$ cat config.mk
export PLATFORM = sky130hd
export DESIGN_NAME = seq_multiplier_flat
export DESIGN_NICKNAME = d
export VERILOG_FILES = /design/src/rtl/seq_multiplier_if.sv /design/src/rtl/seq_multiplier.sv /design/src/flat_wrapper.sv
export SDC_FILE = /design/constraint.sdc
export NUM_CORES = 1
export LEC_CHECK = 0
export ABC_CLOCK_PERIOD_IN_PS = 5450
export BUFFER_PORTS_ARGS = -buffer_cell sky130_fd_sc_hd__buf_2
export CORE_MARGIN = 5
export CORE_UTILIZATION = 50
export CTS_CLUSTER_DIAMETER = 100
export DETAILED_ROUTE_END_ITERATION = 10
export GPL_ROUTABILITY_DRIVEN = 0
export PLACE_DENSITY = 0.78
export SYNTH_ARGS = -nofsm -noshare
export SYNTH_HDL_FRONTEND = slang
export SYNTH_SLANG_ARGS = --single-unit
$ cat constraint.sdc
create_clock -name clk -period 5.45 [get_ports clk]
set_input_delay 0.2725 -clock clk [delete_from_list [all_inputs] [get_ports clk]]
set_output_delay 0.2725 -clock clk [all_outputs]
set_load 0.005 [all_outputs]
$ cat src/rtl/seq_multiplier_if.sv
// Start/busy/done handshake bundle for seq_multiplier.
// acc_add/acc are present only when MUL_ACCUM_EN is defined.
interface seq_multiplier_if #(
  parameter int WIDTH     = 16,
  parameter int ACC_GUARD = 4
);
  logic                          start;
  logic signed [WIDTH-1:0]       op_a;
  logic signed [WIDTH-1:0]       op_b;
  logic                          busy;
  logic                          done;
  logic signed [2*WIDTH-1:0]     product;
`ifdef MUL_ACCUM_EN
  logic                                acc_add;
  logic signed [2*WIDTH+ACC_GUARD-1:0] acc;

  modport master (output start, op_a, op_b, acc_add, input busy, done, product, acc);
  modport slave  (input start, op_a, op_b, acc_add, output busy, done, product, acc);
`else
  modport master (output start, op_a, op_b, input busy, done, product);
  modport slave  (input start, op_a, op_b, output busy, done, product);
`endif
endinterface

$ cat src/rtl/seq_multiplier.sv
// Radix-2 Booth sequential signed multiplier, one step per clock, WIDTH cycles to done.
// Define MUL_ACCUM_EN to add the product accumulator (acc_add/acc).
module seq_multiplier #(
  parameter int WIDTH     = 16,
  parameter int ACC_GUARD = 4
) (
  input logic            clk,
  input logic            rst_n,
  seq_multiplier_if.slave bus
);
  localparam int CW = $clog2(WIDTH + 1);

  localparam logic [1:0] S_IDLE = 2'd0;
  localparam logic [1:0] S_RUN  = 2'd1;
  localparam logic [1:0] S_DONE = 2'd2;

  logic [1:0]                state;
  logic [CW-1:0]             cnt;
  logic signed [WIDTH-1:0]   a_reg;
  logic signed [WIDTH:0]     p_reg;
  logic [WIDTH-1:0]          q_reg;
  logic                      q_m1;
  logic signed [2*WIDTH-1:0] product_reg;

  logic                      accept;
  logic                      finish;
  logic signed [WIDTH:0]     a_ext;
  logic signed [WIDTH:0]     sum;
  logic signed [WIDTH:0]     p_nxt;
  logic [WIDTH-1:0]          q_nxt;
  logic signed [2*WIDTH-1:0] prod_nxt;

  // DONE is not busy, so a start there issues back-to-back
  assign accept   = bus.start && (state != S_RUN);
  assign finish   = (state == S_RUN) && (cnt == CW'(1));
  assign a_ext    = {a_reg[WIDTH-1], a_reg};
  assign prod_nxt = {p_nxt[WIDTH-1:0], q_nxt};

  always_comb begin
    sum = p_reg;
    case ({q_reg[0], q_m1})
      2'b01:   sum = p_reg + a_ext;
      2'b10:   sum = p_reg - a_ext;
      default: sum = p_reg;
    endcase
    p_nxt = {sum[WIDTH], sum[WIDTH:1]};
    q_nxt = {sum[0], q_reg[WIDTH-1:1]};
  end

  always_ff @(posedge clk or negedge rst_n) begin
    if (!rst_n) begin
      state       <= S_IDLE;
      cnt         <= '0;
      a_reg       <= '0;
      p_reg       <= '0;
      q_reg       <= '0;
      q_m1        <= 1'b0;
      product_reg <= '0;
    end else begin
      case (state)
        S_RUN: begin
          p_reg <= p_nxt;
          q_reg <= q_nxt;
          q_m1  <= q_reg[0];
          cnt   <= cnt - 1'b1;
          if (finish) begin
            product_reg <= prod_nxt;
            state       <= S_DONE;
          end
        end
        default: begin
          if (accept) begin
            a_reg <= bus.op_a;
            q_reg <= bus.op_b;
            p_reg <= '0;
            q_m1  <= 1'b0;
            cnt   <= CW'(WIDTH);
            state <= S_RUN;
          end else begin
            state <= S_IDLE;
          end
        end
      endcase
    end
  end

  assign bus.busy    = (state == S_RUN);
  assign bus.done    = (state == S_DONE);
  assign bus.product = product_reg;

`ifdef MUL_ACCUM_EN
  localparam int ACC_W = 2*WIDTH + ACC_GUARD;

  logic                    add_reg;
  logic signed [ACC_W-1:0] acc_reg;

  // Wraps modulo 2^ACC_W; no saturation
  always_ff @(posedge clk or negedge rst_n) begin
    if (!rst_n) begin
      add_reg <= 1'b0;
      acc_reg <= '0;
    end else begin
      if (accept) add_reg <= bus.acc_add;
      if (finish) acc_reg <= (add_reg ? acc_reg : '0) + ACC_W'(prod_nxt);
    end
  end

  assign bus.acc = acc_reg;
`endif
endmodule

$ cat src/flat_wrapper.sv
// flat-port wrapper written by rule: the top's interface ports become plain ports
module seq_multiplier_flat 
#(
  parameter int WIDTH     = 16,
  parameter int ACC_GUARD = 4
)
  (clk, rst_n, bus_start, bus_op_a, bus_op_b, bus_busy, bus_done, bus_product);
  seq_multiplier_if #(.WIDTH(WIDTH), .ACC_GUARD(ACC_GUARD)) bus_i ();
  input logic clk;
  input logic rst_n;
  input wire logic [$bits(bus_i.start)-1:0] bus_start;
  input wire logic [$bits(bus_i.op_a)-1:0] bus_op_a;
  input wire logic [$bits(bus_i.op_b)-1:0] bus_op_b;
  output wire logic [$bits(bus_i.busy)-1:0] bus_busy;
  output wire logic [$bits(bus_i.done)-1:0] bus_done;
  output wire logic [$bits(bus_i.product)-1:0] bus_product;
  assign bus_i.start = bus_start;
  assign bus_i.op_a = bus_op_a;
  assign bus_i.op_b = bus_op_b;
  assign bus_busy = bus_i.busy;
  assign bus_done = bus_i.done;
  assign bus_product = bus_i.product;
  seq_multiplier #(.WIDTH(WIDTH), .ACC_GUARD(ACC_GUARD)) u_core (.clk(clk), .rst_n(rst_n), .bus(bus_i));
endmodule
=== After elaboration in Yosys (flattened, before gate mapping) ===
Index checks and enable logic that the tools add are counted.

* Register bits after elaboration: 89
* Bits of input ports: 35
* Output and inout bits: 34

* Add/subtract/negate cells: 3
* Equality and inequality tests: 7
* Mux-type cells: 12
* Bitwise operators: 1
* Reduce and logical (&&, ||, !) cells: 5

{| class="wikitable"
|+ Operator list
! kind !! number
|-
| $mux W17 || 2
|-
| $pmux W17 S2 || 1
|-
| $mux W16 || 2
|-
| $add A17 B16 Y17 || 1
|-
| $sub A17 B16 Y17 || 1
|-
| $mux W5 || 2
|-
| $eq A5 B1 Y1 const B || 1
|-
| $sub A5 B1 Y5 const B || 1
|-
| $eq A2 B1 Y1 const B || 2
|-
| $eq A2 B2 Y1 const B || 2
|-
| $mux W2 || 2
|-
| $ne A2 B1 Y1 const B || 2
|-
| $reduce_and A2 Y1 || 2
|-
| $mux W1 || 3
|-
| $logic_and A1 B1 Y1 || 2
|-
| $reduce_bool A2 Y1 || 1
|-
| $not A1 Y1 || 1
|}

=== Logic depth before layout (Yosys ltp) ===
* Word-level depth: 4
* Gate-level depth with buffers: 15
* Depth with buffers taken out: 14

=== Least setup slack after synthesis ===
Ideal clock, no wire load.

* Path kind: reg2reg
* Start point: register u_core.a_reg[7]
* End point: register u_core.p_reg[15]
* Setup time: 0.133 ns
* Arrival: 3.169 ns
* Data required time: 5.317 ns
* Path slack: 2.148 ns
* Stages on the path, launching flop included: 15
* Path buffers: 1
* Clock period less this slack: 3.302 ns
* Cells stage by stage: dfrtp_1 > or4_4 > nor3_1 > nand2_1 > o31ai_1 > xor2_1 > ha_1 > clkbuf_1 > a21o_1 > a211o_1 > nor3_1 > a21oi_1 > mux2i_4 > o211ai_1 > o31ai_1

* Longest elaborated chain between the ends: 3
* Elaborated cells on any way between the ends: 4

{| class="wikitable"
|+ RTL lines
! element !! line !! source
|-
| start: declaration || seq_multiplier.sv:19 || <nowiki>logic signed [WIDTH-1:0] a_reg;</nowiki>
|-
| start signal: assignment || seq_multiplier.sv:73 || <nowiki>a_reg <= bus.op_a;</nowiki>
|-
| $sub A17 B16 Y17 or $add A17 B16 Y17 (tied branches) || seq_multiplier.sv:43, seq_multiplier.sv:42 ||
|-
| $pmux W17 S2 * || seq_multiplier.sv:41 || <nowiki>case ({q_reg[0], q_m1})</nowiki>
|-
| $mux W17 * || seq_multiplier.sv:60 || <nowiki>case (state)</nowiki>
|-
| end signal: assignment || seq_multiplier.sv:62 || <nowiki>p_reg <= p_nxt;</nowiki>
|-
| end: declaration || seq_multiplier.sv:20 || <nowiki>logic signed [WIDTH:0] p_reg;</nowiki>
|}

Mark *: on every way between the ends. The rest lies on a longest branch, timed or not.
A chain may end at the register's enable or synchronous reset.

=== Final worst setup path ===
* Start point: register u_core.a_reg[0]
* End point: register u_core.product_reg[26], in the netlist u_core.bus.product[26]

* Longest elaborated chain between the ends: 2
* Elaborated cells on any way between the ends: 3

{| class="wikitable"
|+ RTL lines
! element !! line !! source
|-
| $sub A17 B16 Y17 or $add A17 B16 Y17 (tied branches) || seq_multiplier.sv:43, seq_multiplier.sv:42 ||
|-
| $pmux W17 S2 * || seq_multiplier.sv:41 ||
|-
| end signal: assignment || seq_multiplier.sv:67 || <nowiki>product_reg <= prod_nxt;</nowiki>
|-
| end: declaration || seq_multiplier.sv:23 || <nowiki>logic signed [2*WIDTH-1:0] product_reg;</nowiki>
|}

Marks and branches as above.

==> impl_metrics.env <==
export IMPL_ios=69
export IMPL_synth_area_per_cell_um2=9.30
export IMPL_htree_levels=3
export IMPL_r2r_cells=12
export IMPL_timing_final_crit_share_pct=66.4
export IMPL_final_common_cell="nand2_1"
export IMPL_synth_nets=577
export IMPL_rsz0062_at_grt="no"
export IMPL_insertion_delay_ns=0.37
export IMPL_dp_hpwl_um=7740
export IMPL_cts_made_buffers=9
export IMPL_wl_um=10500
export IMPL_tns_ns=0
export IMPL_die_area_um2=11800
export IMPL_cpMaxStageDelayCell="nor4b_1"
export IMPL_grt_start_max_net_pins=58
export IMPL_final_antenna_net_count=0
export IMPL_r2r_setup_slack_ns=1.83
export IMPL_grt_usage_pct=19.3
export IMPL_core_area_um2=9590
export IMPL_clock_skew_ns=0.0133
export IMPL_grt_pass1_wl_um=17900
export IMPL_nets=637
export IMPL_synthCells=521
export IMPL_io_buffers=68
export IMPL_required_ns=5.69
export IMPL_worst_slack_ns=1.83
export IMPL_synthToLayoutAreaGrowth_pct=13.3
export IMPL_cts_root_buffer="clkbuf_8"
export IMPL_endpoint_kind="flip-flop"
export IMPL_whs_ns=0.127
export IMPL_drive_gt1_share_pct=18.9
export IMPL_seq_area_frac_synth_pct=45.5
export IMPL_initial_utilization_pct=50.5
export IMPL_vias=3865
export IMPL_final_cell_mix="nand2_1 (91), dfrtp_1 (88), buf_2 (67), o21ai_0 (50), a21oi_1 (34)"
export IMPL_clk_pin_slew_ns=0.09
export IMPL_cts_hold_buf=1
export IMPL_cp_num_buf_inv=1
export IMPL_ys_types=47
export IMPL_cts_resized_gates=0
export IMPL_cts_setup_buffers=0
export IMPL_r2r_start="u_core.a_reg[0]$_DFFE_PN0P_"
export IMPL_setup_viol=0
export IMPL_clk_path_buf_depth=2
export IMPL_r2r_end="u_core.bus.product[26]$_DFFE_PN0P_"
export IMPL_tightest_slew_ns=0.980
export IMPL_diodes=0
export IMPL_viasPerCell=5.38
export IMPL_grt_pass1_vias=3720
export IMPL_antenna_found_initial=0
export IMPL_cts_sinks=88
export IMPL_pre_cts_slack_ns=1.88
export IMPL_first_pass_iters=5
export IMPL_largest_reg_flops=32
export IMPL_rows=36
export IMPL_ys_ff_latch=88
export IMPL_crit_chain="inv_1 -> ha_1 -> nor4b_1 -> a21oi_1 -> xnor2_1 -> ha_1 -> a2111o_1 -> o211ai_2 -> a21oi_1 -> a31o_2 -> o41ai_1 -> o21ai_0"
export IMPL_cts_tree="done"
export IMPL_min_period_ns=3.62
export IMPL_placed_area_um2=5290
export IMPL_die_w_um=108
export IMPL_wl_per_cell_um=14.6
export IMPL_crit_start="u_core.a_reg[0]$_DFFE_PN0P_"
export IMPL_critical_path_peak_fanout=5
export IMPL_drt_iter0_drc=182
export IMPL_finalHoldViolCount=0
export IMPL_max_cap_violations=0
export IMPL_yosys_warnings=0
export IMPL_die_h_um=108
export IMPL_cp_slowest_stage_delay_ns=0.54
export IMPL_crit_family="compound AO/OA/AOI/OAI gates"
export IMPL_final_max_slew_violation_count=0
export IMPL_path_class="reg -> reg"
export IMPL_min_to="u_core.a_reg[10]$_DFFE_PN0P_"
export IMPL_worstHoldStart="bus_op_a[10]"
export IMPL_fin_area_um2=5490
export IMPL_arrival_ns=3.86
export IMPL_grt_overflow=0
export IMPL_whs_path_depth=2
export IMPL_min_path_type="in -> reg"
export IMPL_start_kind="flip-flop"
export IMPL_drc_errors=0
export IMPL_status="finished clean"
export IMPL_max_freq_ghz=0.276
export IMPL_max_slew_margin_rel_pct=34.7
export IMPL_synth_area_um2=4840
==> cells by family (layout without fill, tap and decap cells) <==
logic type / after synthesis / after routing / synth area share, %
compound gates: 123 / 123 / 14.9
fa+ha+maj: 21 / 21 / 5.58
simple gates: 181 / 181 / 16.8
buf+inv: 40 / 105 / 3.10
xor+xnor: 25 / 25 / 4.52
mux: 43 / 43 / 9.61
flops: 88 / 88 / 45.5
==> final cells by class <==
class | instances | area [µm²]
inverter | 16 | 60.1
timing repair buffer | 73 | 383
clock inverter | 7 | 60.1
tap | 133 | 166
sequential | 88 | 2200
multi-input combinational | 393 | 2490
clock buffer | 9 | 124
fill | 862 | 4110
==> metal layers <==
| layer | routed length [µm] | up-vias | global-route usage [%] |
|---|---|---|---|
| li1 | - | 1928 | - |
| met1 | 4850 | 1844 | 25.7 |
| met2 | 5030 | 82 | 31.7 |
| met3 | 462 | 11 | 3.82 |
| met4 | 133 | 0 | 6.04 |
| met5 | 0 | - | 0 |
==> how the worst max path moves through the flow <==
stage	end	slack, ns	cells past startpoint
2_1_floorplan	u_core.p_reg[15]$_DFFE_PN0P_	2.15	14
3_3_place_gp	u_core.bus.product[26]$_DFFE_PN0P_	1.99	12
3_5_place_dp	u_core.p_reg[10]$_DFFE_PN0P_	1.88	12
4_1_cts	u_core.bus.product[26]$_DFFE_PN0P_	1.83	12
5_1_grt	u_core.bus.product[26]$_DFFE_PN0P_	1.49	12
6_report	u_core.bus.product[26]$_DFFE_PN0P_	1.83	12
==> per-stage QoR <==
| stage | util [%] | std cells |
|---|---|---|
| 4_1_cts | 57.2 | 719 |
| 3_3_place_gp | 55.2 | 702 |
| 3_5_place_dp | 55.2 | 702 |
| 6_report | 57.2 | 719 |
| 5_1_grt | 57.2 | 719 |
| 2_1_floorplan | - | 521 |
==> synthesized netlist by cell type, drive strengths merged <==
master / count / area share [%]
mux2i: 25 / 5.4
a21oi: 34 / 3.5
nor2: 32 / 2.5
o31a: 1 / 0.18
ha: 20 / 5.2
and3: 4 / 0.52
inv: 15 / 1.2
nor4b: 1 / 0.18
o21bai: 1 / 0.16
nand4b: 1 / 0.18
a211o: 2 / 0.36
nor3b: 2 / 0.31
nand3: 15 / 1.5
nand2b: 10 / 1.3
mux2: 18 / 4.2
o2111ai: 2 / 0.36
dfrtp: 88 / 45
xor2: 8 / 1.4
nand2: 91 / 7.1
a211oi: 4 / 0.62
nor3: 11 / 1.1
and2: 1 / 0.13
o21a: 2 / 0.31
clkinv: 1 / 0.077
xnor2: 17 / 3.1
o211ai: 6 / 1.0
o41ai: 1 / 0.18
a31oi: 1 / 0.13
o22ai: 4 / 0.52
nand3b: 2 / 0.31
a41oi: 1 / 0.18
nor2b: 5 / 0.65
o21ai: 51 / 5.3
or4: 1 / 0.23
fa: 1 / 0.41
buf: 5 / 0.39
nor4: 4 / 0.52
a2111o: 1 / 0.23
clkbuf: 19 / 1.5
a31o: 1 / 0.18
o31ai: 4 / 0.62
and4bb: 1 / 0.26
a21o: 7 / 1.1
Power is not shown: default switching activity piles up to over one toggle a cycle in this logic, so the estimate is an artifact.
